## config.mk

```make
export PLATFORM = sky130hd
export DESIGN_NAME = dp_multicycle
export DESIGN_NICKNAME = d
export VERILOG_FILES = /design/src/rtl/dp_multicycle.sv
export SDC_FILE = /design/constraint.sdc
export NUM_CORES = 1
export LEC_CHECK = 0
export CORE_ASPECT_RATIO = 0.5
export CORE_MARGIN = 10
export CORE_UTILIZATION = 34
export CTS_CLUSTER_DIAMETER = 200
export DETAILED_ROUTE_END_ITERATION = 10
export GPL_TIMING_DRIVEN = 0
export PLACE_DENSITY_LB_ADDON = 0.12
export SYNTH_ARGS = -nofsm -noshare
export SYNTH_HDL_FRONTEND = slang
export SYNTH_SLANG_ARGS = --single-unit
```

## constraint.sdc

```tcl
create_clock -name clk -period 3.4 [get_ports clk]
set_input_delay 0.68 -clock clk [delete_from_list [all_inputs] [get_ports clk]]
set_output_delay 0.68 -clock clk [all_outputs]
set_load 0.1 [all_outputs]
```

## src/rtl/dp_multicycle.sv

```systemverilog
`default_nettype none
// dp_multicycle: multi-cycle R-type core (PC, imem, register bank, ALU) sequenced FETCH/DECODE/EXEC/WB.
// Defining DP_PERF_EN enables the 16-bit retired-instruction counter; otherwise retired reads 0.

module dp_rf #(
  parameter int DATA_W = 32,
  parameter int DEPTH  = 32,
  parameter int AW     = 5
) (
  input  logic              clk,
  input  logic              we,
  input  logic [AW-1:0]     wa,
  input  logic [DATA_W-1:0] wd,
  input  logic [AW-1:0]     ra,
  input  logic [AW-1:0]     rb,
  output logic [DATA_W-1:0] rda,
  output logic [DATA_W-1:0] rdb
);
  // Not reset: contents are preloaded externally and must survive rst_n.
  logic [DATA_W-1:0] mem [DEPTH];

  always_ff @(posedge clk) begin
    if (we && (wa != '0)) mem[wa] <= wd;
  end

  assign rda = (ra == '0) ? '0 : mem[ra];
  assign rdb = (rb == '0) ? '0 : mem[rb];
endmodule

module dp_imem #(
  parameter int DEPTH = 64,
  parameter int AW    = 6
) (
  input  logic          clk,
  input  logic          we,
  input  logic [AW-1:0] wa,
  input  logic [31:0]   wd,
  input  logic [AW-1:0] ra,
  output logic [31:0]   rd
);
  logic [31:0] MR [DEPTH];

  always_ff @(posedge clk) begin
    if (we) MR[wa] <= wd;
  end

  assign rd = MR[ra];
endmodule

module dp_multicycle #(
  parameter  int DATA_W     = 32,
  parameter  int REG_DEPTH  = 32,
  parameter  int IMEM_DEPTH = 64,
  localparam int PC_W       = $clog2(IMEM_DEPTH)
) (
  input  logic              clk,
  input  logic              rst_n,
  input  logic              en,
  output logic [DATA_W-1:0] pru,
  output logic [31:0]       prum,
  output logic [PC_W-1:0]   pc,
  output logic              halted,
  output logic [15:0]       retired
);
  localparam int RA_W = (REG_DEPTH > 1) ? $clog2(REG_DEPTH) : 1;

  typedef enum logic [2:0] {S_FETCH, S_DECODE, S_EXEC, S_WB, S_HALT} state_t;

  state_t            state;
  logic [DATA_W-1:0] a, b, alu_out, alu_res, rf_a, rf_b;
  logic              wb_valid, alu_legal, rf_we;
  logic [31:0]       im_rd;
  logic [5:0]        op, funct;
  logic [RA_W-1:0]   rs, rt, rd;
  logic              unused_fields;

  assign op    = prum[31:26];
  assign funct = prum[5:0];
  assign rs    = prum[21 +: RA_W];
  assign rt    = prum[16 +: RA_W];
  assign rd    = prum[11 +: RA_W];
  assign unused_fields = ^prum[25:6];

  // Write strobe follows the FSM's WB edge so a stall or reset never produces a partial write.
  assign rf_we = en && (state == S_WB) && wb_valid;

  dp_rf #(.DATA_W(DATA_W), .DEPTH(REG_DEPTH), .AW(RA_W)) u_rf (
    .clk(clk), .we(rf_we), .wa(rd), .wd(alu_out),
    .ra(rs), .rb(rt), .rda(rf_a), .rdb(rf_b)
  );

  dp_imem #(.DEPTH(IMEM_DEPTH), .AW(PC_W)) u_im (
    .clk(clk), .we(1'b0), .wa('0), .wd(32'h0), .ra(pc), .rd(im_rd)
  );

  always_comb begin
    alu_res   = '0;
    alu_legal = 1'b1;
    case (funct)
      6'h20:   alu_res = a + b;
      6'h22:   alu_res = a - b;
      6'h24:   alu_res = a & b;
      6'h25:   alu_res = a | b;
      6'h2A:   alu_res = {{(DATA_W-1){1'b0}}, ($signed(a) < $signed(b))};
      default: alu_legal = 1'b0;
    endcase
  end

  always_ff @(posedge clk or negedge rst_n) begin
    if (!rst_n) begin
      state    <= S_FETCH;
      pc       <= '0;
      prum     <= '0;
      a        <= '0;
      b        <= '0;
      alu_out  <= '0;
      wb_valid <= 1'b0;
      pru      <= '0;
      halted   <= 1'b0;
`ifdef DP_PERF_EN
      retired  <= '0;
`endif
    end else if (en && (state != S_HALT)) begin
      case (state)
        S_FETCH: begin
          prum  <= im_rd;
          state <= S_DECODE;
        end
        S_DECODE: begin
          if (op == 6'h3F) begin
            state  <= S_HALT;
            halted <= 1'b1;
          end else begin
            a     <= rf_a;
            b     <= rf_b;
            state <= S_EXEC;
          end
        end
        S_EXEC: begin
          alu_out  <= alu_res;
          wb_valid <= alu_legal && (op == 6'h00);
          state    <= S_WB;
        end
        S_WB: begin
          if (wb_valid) pru <= alu_out;
          pc    <= pc + PC_W'(1);
          state <= S_FETCH;
`ifdef DP_PERF_EN
          retired <= retired + 16'd1;
`endif
        end
        default: state <= S_HALT;
      endcase
    end
  end

`ifndef DP_PERF_EN
  assign retired = 16'h0;
`endif

endmodule
`default_nettype wire

```

==> impl_metrics.json <==
{
  "ios": 90,
  "slew_viol_final": 0,
  "pwr-share-seq": 0.166,
  "synth_top_cell_by_area": "buf_4",
  "setup_tns_ns": 0,
  "cp-end-kind": "output port",
  "ys_seq_area_frac": 0.2253,
  "synth-xor-area-share": 0.04380,
  "p_int_mw": 0.3568,
  "cp_top_family": "buffers and inverters",
  "status": "complete, no violations",
  "worstPathRequired_ns": 2.72,
  "die_area_um2": 5641,
  "r2r-start": "state[2]",
  "grt_overflow_total": 0,
  "dpl.cell_count": 237,
  "synthesis.instances": 112,
  "postRouteAntennaNets": 0,
  "drc": 0,
  "worst-path-max-fanout": 5,
  "reg2regPathDepth": 3,
  "gr-max-usage-layer": "met2",
  "drt_iter0_drc": 10,
  "wl_um": 2184,
  "r2r_slack_ns": 2.21,
  "synth-simple-area-share": 0.05632,
  "netlist.area_leader.share": 0.6083,
  "die_h_um": 58.35,
  "cp_num_buf_inv": 1,
  "finalCriticalPeriod_ns": 2.511,
  "critPathMaxStageDelay_ns": 1.17,
  "critPathLaunchType": "register",
  "yosys.area_share.adder": 0.01252,
  "relSlewSlack": 0.3430,
  "diodes": 0,
  "clkPwrFrac": 0.116,
  "cap_violations": 0,
  "viasPerCell": 2.739,
  "rsz0062_at_grt": "no",
  "grtUsageTotal": 0.07095,
  "hold_path_end": "pc[5]",
  "cts_setup_buffers": 0,
  "clk_latency_ns": 0.23,
  "ir_worst_vdd_mv": 0.2179,
  "vias": 660,
  "leakagePower_nw": 0.9403,
  "worst_pin_slew_ns": 0.9824,
  "whs_ns": 0.4733,
  "grt_pass1_vias": 637,
  "ys_seq_elements": 9,
  "met2_usage": 0.1184,
  "start_util": 0.3703,
  "numPortBuffers": 8,
  "worstPathCellList": "clkdlybuf4s50_1",
  "rr_endpoint": "pc[1]",
  "synth_top_family_by_area": "buffers and inverters",
  "switchingPower_mw": 0.6955,
  "syn-cell-area_um2": 999.7,
  "clk_path_buf_depth": 2,
  "synth_warnings": 0,
  "swShare": 0.6609,
  "critPathArrivalTime_ns": 1.83,
  "fin_crit_sh": 0.7385,
  "drive_gt1_frac": 0.4216,
  "utilization": 0.5449,
  "tritoncts": "built",
  "cp_slowest_cell": "clkdlybuf4s50_1",
  "cts_hold_buf": 0,
  "globalRouteMet1Util": 0.07237,
  "htree_levels": 1,
  "cts_root_buf": "clkbuf_8",
  "final_nets": 209,
  "drtPass1Iterations": 5,
  "final-setup-viol-count": 0,
  "met3_usage": 0.04889,
  "finalNonFillerCells": 241,
  "area_growth_pct": 47.18,
  "grt_pass1_wl_um": 3325,
  "synthMuxAreaShare": 0.02503,
  "dp_hpwl_um": 2079,
  "fmaxAchievable_mhz": 398.3,
  "min_path_type": "register to register",
  "powerDensity_nw_per_um2": 715.1,
  "synth.distinct_cells": 17,
  "hold_path_depth": 1,
  "hold_viol": 0,
  "wl_per_cell_um": 9.062,
  "grt_max_degree": 10,
  "startpoint": "pc[2]",
  "clock_sinks": 9,
  "synth_area_leaders": "buf_4 61%, dfrtp_1 23%, xnor2_1 3.5%",
  "cts_made_buffers": 3,
  "core_area_um2": 2700,
  "fin_skew_ns": 0.001903,
  "critical_path_class": "register to output port",
  "die_x_um": 96.69,
  "cts-resized-gates": 0,
  "synth-compound-area-share": 0.01001,
  "place_congestion": 0.7184,
  "combPwrFrac": 0.719,
  "min-delay-start": "pc[5]",
  "avgSynthCellArea_um2": 8.926,
  "clk_pin_slew_ns": 0.04,
  "antenna_found_initial": 0,
  "row_count": 13
}
## synth_stat cells
cell type and instances:
and4b_1 1, xor2_1 1, nand2b_1 1, dfrtp_1 9, mux2i_1 1, or2b_1 1
nand2_1 2, o21ai_0 2, nand4_1 3, ha_1 1, conb_1 1, xnor2_1 4
clkbuf_1 1, mux2_4 1, buf_6 1, and3_1 1, buf_4 81
## flip-flops by register name, indices dropped and copies added (netlist names)
signal,cells
pc,6
state,3
## layout by cell type (no fill, tap or decap), types with 2 or more instances in the layout
| cell | n |
|---|---|
| clkbuf_8 | 3 |
| o21ai_0 | 2 |
| xnor2_1 | 4 |
| dfrtp_1 | 9 |
| clkdlybuf4s50_1 | 8 |
| nand2_1 | 2 |
| clkbuf_1 | 2 |
| nand4_1 | 3 |
| buf_4 | 81 |
| conb_1 | 81 |
## per-stage QoR
stage / worst slack, ns / power [mW] / cell area (um2)
5_1_grt: 0.8374 / 1.091 / 1471
3_3_place_gp: 1.136 / 0.9223 / 1426
3_5_place_dp: 1.129 / 0.9264 / 1426
6_report: 0.8890 / 1.052 / 1471
2_1_floorplan: 1.710 / 0.8522 / 1300
4_1_cts: 0.8762 / 1.051 / 1471
## layout make-up
type | count | area [um2]
Buffer | 83 | 623.1
Clock buffer | 4 | 45.04
Fill cell | 267 | 1229
Multi-Input combinational cell | 100 | 451.7
Sequential cell | 9 | 225.2
Tap cell | 37 | 46.29
Timing Repair Buffer | 8 | 80.08
## metal layers
metal	wire length, um	part of all wire	up-vias
li1	-	-	370
met1	847	0.39	237
met2	993	0.45	53
met3	342	0.16	0
met4	0	0	0
met5	0	0	-
## power groups by stage
stage	logic, mW	clock network (mW)	registers (mW)
floorplan	0.506	0	0.346
global route	0.779	0.134	0.178
detailed placement	0.751	0	0.175
finish	0.756	0.122	0.174
CTS	0.752	0.126	0.174
global placement	0.748	0	0.174
## worst max path at each step
| stage | endpoint | cells past startpoint |
|---|---|---|
| final | pc[2] | 1 |
| after global routing | pc[2] | 1 |
| after CTS | pc[2] | 1 |
| after detailed placement | pc[2] | 1 |
| after global placement | pc[0] | 1 |
| after floorplan | pc[1] | 2 |
## kinds of logic (layout without fill, tap and decap cells)
| logic type | Yosys count | in the layout |
|---|---|---|
| xor gates and xnor gates | 5 | 5 |
| DFF | 9 | 9 |
| muxes | 2 | 2 |
| adders and majority gates | 1 | 1 |
| buffers and inverters | 83 | 95 |
| AOI/OAI and AO/OA | 2 | 2 |
| and+or+nand+nor | 9 | 9 |
| other | 1 | 81 |
Power figures use the tool's default switching activity.
